**src/rtl/sad_pkg.sv**
```systemverilog
`default_nettype none
// ============================================================================
//  Module   : sad_pkg
//  Brief    : Shared defaults and width/slice helpers for the SAD accumulator.
//  Revision : 1.0 - initial release
// ============================================================================
package sad_pkg;

    localparam int PIX_W_DEF = 8;

    // Output width that holds LANES*BEATS maximal differences without overflow.
    function automatic int sum_width(input int pix_w, input int lanes, input int beats);
        return pix_w + $clog2(lanes * beats);
    endfunction

    function automatic int lane_lo(input int lane, input int pix_w);
        return lane * pix_w;
    endfunction

endpackage
`default_nettype wire

```
**src/rtl/sad_absdiff_lane.sv**
```systemverilog
`default_nettype none
// ============================================================================
//  Module   : sad_absdiff_lane
//  Brief    : One lane of S1 (signed difference) and S2 (|diff| via XOR + carry).
//  Revision : 1.0 - initial release
// ============================================================================
module sad_absdiff_lane #(
    parameter int PIX_W = 8
) (
    input  logic             clk,
    input  logic             adv,
    input  logic [PIX_W-1:0] a,
    input  logic [PIX_W-1:0] b,
    output logic [PIX_W-1:0] abs_val
);

    logic [PIX_W:0]   d_q;
    logic             sign;
    logic [PIX_W-1:0] mag;

    // Conditional invert plus carry-in; the sign bit is dropped since |a-b| fits PIX_W.
    always_comb begin
        sign = d_q[PIX_W];
        mag  = (d_q[PIX_W-1:0] ^ {PIX_W{sign}}) + PIX_W'(sign);
    end

    always_ff @(posedge clk) begin
        if (adv) begin
            d_q     <= {1'b0, a} - {1'b0, b};
            abs_val <= mag;
        end
    end

endmodule
`default_nettype wire

```
**src/rtl/sad_absdiff_acc.sv**
```systemverilog
`default_nettype none
// ============================================================================
//  Module   : sad_absdiff_acc
//  Brief    : Pipelined multi-lane |a-b| accumulator producing one SAD per block.
//             Optional running-minimum tracker enabled by SAD_MIN_TRACK_EN.
//  Revision : 1.0 - initial release
// ============================================================================
module sad_absdiff_acc
    import sad_pkg::*;
#(
    parameter  int PIX_W = PIX_W_DEF,
    parameter  int LANES = 4,
    parameter  int BEATS = 16,
    localparam int SUM_W = sum_width(PIX_W, LANES, BEATS)
) (
    input  logic                   clk,
    input  logic                   rst,
    input  logic                   in_valid,
    output logic                   in_ready,
    input  logic [LANES*PIX_W-1:0] in_a,
    input  logic [LANES*PIX_W-1:0] in_b,
    output logic                   out_valid,
    input  logic                   out_ready,
    output logic [SUM_W-1:0]       out_sad,
    output logic                   busy
`ifdef SAD_MIN_TRACK_EN
    ,
    input  logic                   min_clr,
    output logic [SUM_W-1:0]       min_sad,
    output logic [15:0]            min_idx
`endif
);

    localparam int TREE_W = PIX_W + $clog2(LANES);
    localparam int CNT_W  = (BEATS > 1) ? $clog2(BEATS) : 1;

    logic              adv;
    logic [CNT_W-1:0]  cnt;
    logic              cnt_last;
    logic              s1_valid, s1_last;
    logic              s2_valid, s2_last;
    logic              s3_valid, s3_last;
    logic [PIX_W-1:0]  abs_val [LANES];
    logic [TREE_W-1:0] tree_sum;
    logic [TREE_W-1:0] s3_sum;
    logic [SUM_W-1:0]  acc;
    logic [SUM_W-1:0]  blk_sum;
    logic              emit;

    // The whole pipeline freezes only when a finished SAD is blocked downstream.
    assign adv      = !(out_valid && !out_ready);
    assign in_ready = adv;
    assign cnt_last = (cnt == CNT_W'(BEATS - 1));

    for (genvar i = 0; i < LANES; i++) begin : g_lane
        sad_absdiff_lane #(
            .PIX_W (PIX_W)
        ) u_lane (
            .clk     (clk),
            .adv     (adv),
            .a       (in_a[lane_lo(i, PIX_W) +: PIX_W]),
            .b       (in_b[lane_lo(i, PIX_W) +: PIX_W]),
            .abs_val (abs_val[i])
        );
    end

    always_comb begin
        tree_sum = '0;
        for (int i = 0; i < LANES; i++) begin
            tree_sum = tree_sum + TREE_W'(abs_val[i]);
        end
    end

    always_ff @(posedge clk) begin
        if (rst) begin
            cnt      <= '0;
            s1_valid <= 1'b0;
            s1_last  <= 1'b0;
            s2_valid <= 1'b0;
            s2_last  <= 1'b0;
            s3_valid <= 1'b0;
            s3_last  <= 1'b0;
        end else if (adv) begin
            if (in_valid) begin
                cnt <= cnt_last ? '0 : cnt + 1'b1;
            end
            s1_valid <= in_valid;
            s1_last  <= in_valid && cnt_last;
            s2_valid <= s1_valid;
            s2_last  <= s1_last;
            s3_valid <= s2_valid;
            s3_last  <= s2_last;
        end
    end

    always_ff @(posedge clk) begin
        if (adv) begin
            s3_sum <= tree_sum;
        end
    end

    assign blk_sum = acc + SUM_W'(s3_sum);
    assign emit    = adv && s3_valid && s3_last;

    // A new result may land in the same cycle the previous one is taken.
    always_ff @(posedge clk) begin
        if (rst) begin
            acc       <= '0;
            out_sad   <= '0;
            out_valid <= 1'b0;
        end else begin
            if (emit) begin
                out_sad   <= blk_sum;
                out_valid <= 1'b1;
                acc       <= '0;
            end else begin
                if (adv && s3_valid) begin
                    acc <= blk_sum;
                end
                if (out_valid && out_ready) begin
                    out_valid <= 1'b0;
                end
            end
        end
    end

    assign busy = s1_valid || s2_valid || s3_valid || out_valid || (cnt != '0);

`ifdef SAD_MIN_TRACK_EN
    logic [15:0] blk_idx;

    always_ff @(posedge clk) begin
        if (rst) begin
            min_sad <= '1;
            min_idx <= '0;
            blk_idx <= '0;
        end else if (min_clr) begin
            min_sad <= emit ? blk_sum : '1;
            min_idx <= '0;
            blk_idx <= emit ? 16'd1 : 16'd0;
        end else if (emit) begin
            if (blk_sum < min_sad) begin
                min_sad <= blk_sum;
                min_idx <= blk_idx;
            end
            blk_idx <= blk_idx + 16'd1;
        end
    end
`endif

endmodule
`default_nettype wire

```
**config.mk**
```make
export PLATFORM = sky130hd
export DESIGN_NAME = sad_absdiff_acc
export DESIGN_NICKNAME = d
export VERILOG_FILES = /design/src/rtl/sad_pkg.sv /design/src/rtl/sad_absdiff_lane.sv /design/src/rtl/sad_absdiff_acc.sv
export SDC_FILE = /design/constraint.sdc
export NUM_CORES = 1
export LEC_CHECK = 0
export CORE_AREA = 3 3 134 136
export CTS_BUF_LIST = sky130_fd_sc_hd__clkbuf_8 sky130_fd_sc_hd__clkbuf_16
export CTS_CLUSTER_DIAMETER = 150
export DETAILED_ROUTE_END_ITERATION = 10
export DIE_AREA = 0 0 137 139
export PLACE_DENSITY_LB_ADDON = 0.3
export SLEW_MARGIN = 0
export SYNTH_ARGS = -nofsm -noshare
export SYNTH_HDL_FRONTEND = slang
export SYNTH_HIERARCHICAL = 1
export SYNTH_SLANG_ARGS = --single-unit
```
**constraint.sdc**
```tcl
create_clock -name clk -period 4.5 [get_ports clk]
set_input_delay 0.9 -clock clk [delete_from_list [all_inputs] [get_ports clk]]
set_output_delay 0.9 -clock clk [all_outputs]
set_load 0.01 [all_outputs]
```
### After elaboration in Yosys (flattened, before gate mapping)

Cells that the tools add are included.

| operators by class | value |
|---|---|
| add/subtract/negate cells | 13 |
| equal/unequal tests | 1 |
| mux-type cells | 3 |
| bitwise gates (word level) | 5 |
| reduce and logical (&&, ||, !) cells | 15 |

Operators with widths:

| operator | count |
|---|---|
| $sub 8x8->9 | 4 |
| $add 8x1->8 | 4 |
| $xor 8x8->8 | 4 |
| $add 14x10->14 | 1 |
| $add 10x8->10 | 1 |
| $add 9x8->10 | 1 |
| $add 8x8->9 | 1 |
| $logic_and 1x1->1 | 5 |
| $add 4x1->4 const B | 1 |
| $eq 4x4->1 const B | 1 |
| $logic_or 1x1->1 | 4 |
| $mux 4 | 1 |
| $reduce_bool 4->1 | 1 |
| $logic_not 1->1 | 2 |
| $mux 1 | 2 |
| $reduce_and 2->1 | 1 |
| $reduce_bool 2->1 | 1 |
| $reduce_or 2->1 | 1 |
| $not 1->1 | 1 |

| word-level totals | value |
|---|---|
| input port bits | 68 |
| output and inout bits | 17 |
| logic and storage cells | 56 |
| register bits | 117 |

### Logic depth before layout (Yosys ltp)

| logic depth | value |
|---|---|
| depth in word-level cells | 6 |
| mapped depth | 12 |
| mapped depth without buffers | 12 |

### Cells and area by module

The synthesis kept the hierarchy.

Modules (own cells, without submodules):

| module | times used | area an instance (µm²) | seq. area each (µm²) | cells an instance |
|---|---|---|---|---|
| sad_absdiff_lane | 4 | 1128.6 | 510.5 | 106 |
| sad_absdiff_acc | 1 | 3055.4 | 1081.0 | 339 |

### Worst setup path before layout

OpenSTA, ideal clock, no wires.

| timing path | value |
|---|---|
| path kind | input-to-output |
| start point | input port out_ready |
| end point | output port in_ready |
| slack | 198 ps |
| cell stages on the path | 3 |
| buffers on the path | 1 |
| required time | 3600 ps |
| data arrival time | 3402 ps |
| path through | nor2b_4 inv_2 clkbuf_1 |

| on the way | value |
|---|---|
| longest elaborated chain between the ends | 3 |

Ends and longest elaborated chain:

| what | RTL line | text |
|---|---|---|
| start, declared | sad_absdiff_acc.sv:23 | `input logic out_ready,` |
| $logic_not 1->1 | sad_absdiff_acc.sv:51 | `assign adv = !(out_valid && !out_ready);` |
| $logic_and 1x1->1 | sad_absdiff_acc.sv:51 |  |
| $logic_not 1->1 | sad_absdiff_acc.sv:51 |  |
| end, declared | sad_absdiff_acc.sv:19 | `output logic in_ready,` |

No other way between the ends.

### Worst setup path in the final report

| timing path | value |
|---|---|
| start point | register g_lane[3].u_lane.abs_val[1] |
| end point | register s3_sum[9] (data pin) |

| on the way | value |
|---|---|
| longest elaborated chain between the ends | 1 |

Ends and longest elaborated chain:

| what | RTL line | text |
|---|---|---|
| start, declared | sad_absdiff_lane.sv:14 | `output logic [PIX_W-1:0] abs_val` |
| start signal, assigned | sad_absdiff_lane.sv:30 | `abs_val <= mag;` |
| $add 10x8->10 | sad_absdiff_acc.sv:70 | `tree_sum = tree_sum + TREE_W'(abs_val[i]);` |
| named net tree_sum[9] | sad_absdiff_acc.sv:44 | `logic [TREE_W-1:0] tree_sum;` |
| end signal, assigned | sad_absdiff_acc.sv:98 | `s3_sum <= tree_sum;` |
| end, declared | sad_absdiff_acc.sv:45 | `logic [TREE_W-1:0] s3_sum;` |

The timed path passes the listed nets, and every way through them passes these cells.
A chain may end at the register's enable or synchronous reset.

==> impl_metrics.tcl <==
set metrics [dict create \
    cts_tree "built" \
    yosys_warnings 6 \
    worstSetupEndpointType "register" \
    power_w 0.005233 \
    ir_drop_mv 0.4146 \
    status "complete, no violations" \
    core.rowCount 48 \
    routedWlPerCell_um 11.52 \
    synth_cell_types 56 \
    cts_hold_buf 0 \
    maxCapViolations 0 \
    placed_cell_area_um2 8600 \
    path_common_cell "fa_1" \
    grt_pass1_vias 5159 \
    synth_top_area_frac 0.3094 \
    vias 5345 \
    gp_congestion 0.7942 \
    cp_slowest_cell "fa_1" \
    path_buf_inv 2 \
    path_clk_slew_ns 0.05 \
    htree_levels 4 \
    cts_sinks 117 \
    timing.final.crit_share 0.7041 \
    crit_chain "inv_1 -> fa_1 -> inv_1 -> fa_1 -> ha_1 -> fa_1 -> a21o_1 -> a21oi_1 -> nor2b_1 -> o21a_1 -> o21ai_0 -> a21oi_1" \
    rsz0062_at_grt "false" \
    max_stage_delay_ns 0.52 \
    cts_buffers 17 \
    grt_use_total 0.1424 \
    syn_area_per_cell_um2 9.921 \
    io_buffers 84 \
    postLayoutCellArea_um2 9169 \
    seq_area_frac_synth 0.4126 \
    crit_path_start_kind "register" \
    cts_root_buf "clkbuf_16" \
    finalSetupTns_ns 0 \
    first_pass_iters 4 \
    grt_max_degree 89 \
    relSlewSlack 0.2987 \
    worstPathArrival_ns 3.32 \
    dp_hpwl_um 9570 \
    synth_ff_type "edfxtp_1" \
    synth_top_area_cell "edfxtp_1" \
    worst_slew_pin_slew_ns 1.052 \
    areaGrowthSynthToFinish_pct 21.12 \
    die-height_um 139 \
    crit_fanout 2 \
    finalWirelength_um 12540 \
    clkLatencyLatePin_ns 0.42 \
    synth_cells 763 \
    antenna_found_initial 0 \
    grt_pass1_wl_um 22110 \
    worst_hold_slack_ns 0.4406 \
    critical_path.top_delay_family "adder cells" \
    fin_skew_ns 0.008404 \
    async_flop_share 0 \
    final_nets 1000 \
    ys_ff_latch 117 \
    required_ns 4.66 \
    detail_route.iter0.violations 228 \
    leakage_nw 3.821 \
    ant_nets 0 \
    timing_worst_setup_path_type "register to register" \
    max_freq_mhz 315.6 \
    vias_per_cell 4.913 \
    cts.path.max_buffers 2 \
    hold_viol 0 \
    core_um2 17060 \
    power_density_nw_per_um2 570.7 \
    hold_class "register to register" \
    drv_slew 0 \
    grt_overflow 0 \
    drc 0 \
    drive_gt1_frac 0.06141 \
    cts_setup_buffers 0 \
    fin_crit_ns 3.169 \
    die_x_um 137 \
    final-setup-viol-count 0 \
    synth_edf_count 78 \
    synthTopCellsByArea "edfxtp_1 (31%), dfxtp_1 (10%), ha_1 (10%)" \
    initial_core_util 0.4438 \
    cts_resized 0 \
    io_pins 85 \
    diodes 0 \
    fp.dieArea_um2 19040 \
    synth_fp_nets 913 \
    syn_area_um2 7570 \
]
-- layout by cell type, fill, tap and decap left out, types with 7 or more instances in the layout --
cell and n:
clkinv_1 7, xor2_1 23, a21oi_1 56, xnor2_1 46
o21ai_0 28, fa_1 21, nor2_1 48, clkdlybuf4s50_1 84
a21o_1 10, nor2b_1 12, ha_1 61, or4_1 10
nor3_1 15, edfxtp_1 78, o21ai_1 10, nand3_1 27
nand4_1 11, o21a_1 7, a211oi_1 9, nand2_1 51
nand2b_1 17, inv_1 98, dfxtp_1 39, clkbuf_16 17
-- Yosys cell counts, drive strengths merged (7+ instances only) --
library cell	number
fa	21
buf	9
or4	14
a211oi	10
nand3	28
inv	99
nand2	52
nor3	16
a21oi	62
a21o	10
o21ai	39
ha	61
xnor2	46
clkbuf	8
nor2b	13
o21a	7
nor2	49
dfxtp	39
edfxtp	78
xor2	23
nand2b	21
nand4	11
-- path summary, 6_finish.rpt --
kind	slack [ns]	startpoint	cells past startpoint	to
hold reg to reg	0.44	out_sad[12]	2	out_sad[12]
setup reg to reg	1.33	g_lane[3].u_lane/abs_val[1]	12	s3_sum[9]
hold / removal	0.44	out_sad[12]	2	out_sad[12]
setup / recovery	1.33	g_lane[3].u_lane/abs_val[1]	12	s3_sum[9]
-- registers in the layout, summed over array words and instances (netlist names) --
register and cells:
acc 14, cnt 4, g_lane.u_lane/abs_val 32, g_lane.u_lane/d_q 36, out_sad 14, out_valid 1
s1_last 1, s1_valid 1, s2_last 1, s2_valid 1, s3_last 1, s3_sum 10
s3_valid 1
-- layer usage --
layer / GRT usage / wire, um / vias up
met4: 0.05987 / 187 / 0
met3: 0.03520 / 438 / 16
met1: 0.1763 / 5838 / 2386
met5: 0 / 0 / -
li1: - / - / 2854
met2: 0.2355 / 6071 / 89
-- cell type report --
type	instances	area, um2
Clock buffer	17	425.4
Clock inverter	15	143.9
Fill cell	1561	7888
Inverter	99	372.9
Multi-Input combinational cell	530	3974
Sequential cell	117	3123
Tap cell	225	281.5
Timing Repair Buffer	85	848.3
-- kinds of logic after synthesis --
family          Yosys count  synth area share
simple gates            210            0.1455
compound gates          168            0.1420
flops                   117            0.4126
buf+inv                 116           0.06248
fa+ha+maj                82            0.1564
xor+xnor                 69           0.07983
mux                       1          0.001322
-- worst reg2reg max path: stages (launching register included) --
cell and delay (ns):
edfxtp_1 0.31, inv_1 0.05, fa_1 0.52, inv_1 0.05, fa_1 0.43, ha_1 0.24
fa_1 0.43, a21o_1 0.17, a21oi_1 0.21, nor2b_1 0.07, o21a_1 0.18, o21ai_0 0.16
a21oi_1 0.08
-- through the flow --
| step | setup slack [ns] | instances | utilization |
|---|---|---|---|
| 6_report | 1.331 | 1088 | 0.5376 |
| 4_1_cts | 1.332 | 1088 | 0.5376 |
| 3_3_place_gp | 1.354 | 1056 | 0.5042 |
| 3_5_place_dp | 1.279 | 1056 | 0.5042 |
| 5_1_grt | 1.202 | 1088 | 0.5376 |
| 2_1_floorplan | 0.1980 | 763 | - |
-- power breakdown --
group | switching (W) | total, W | internal, W
clock | 0.000434 | 0.00128 | 0.000848
sequential | 0.000149 | 0.00172 | 0.00158
combinational | 0.00114 | 0.00223 | 0.00109
total | 0.00172 | 0.00523 | 0.00351
(Power assumes the default switching activity.)
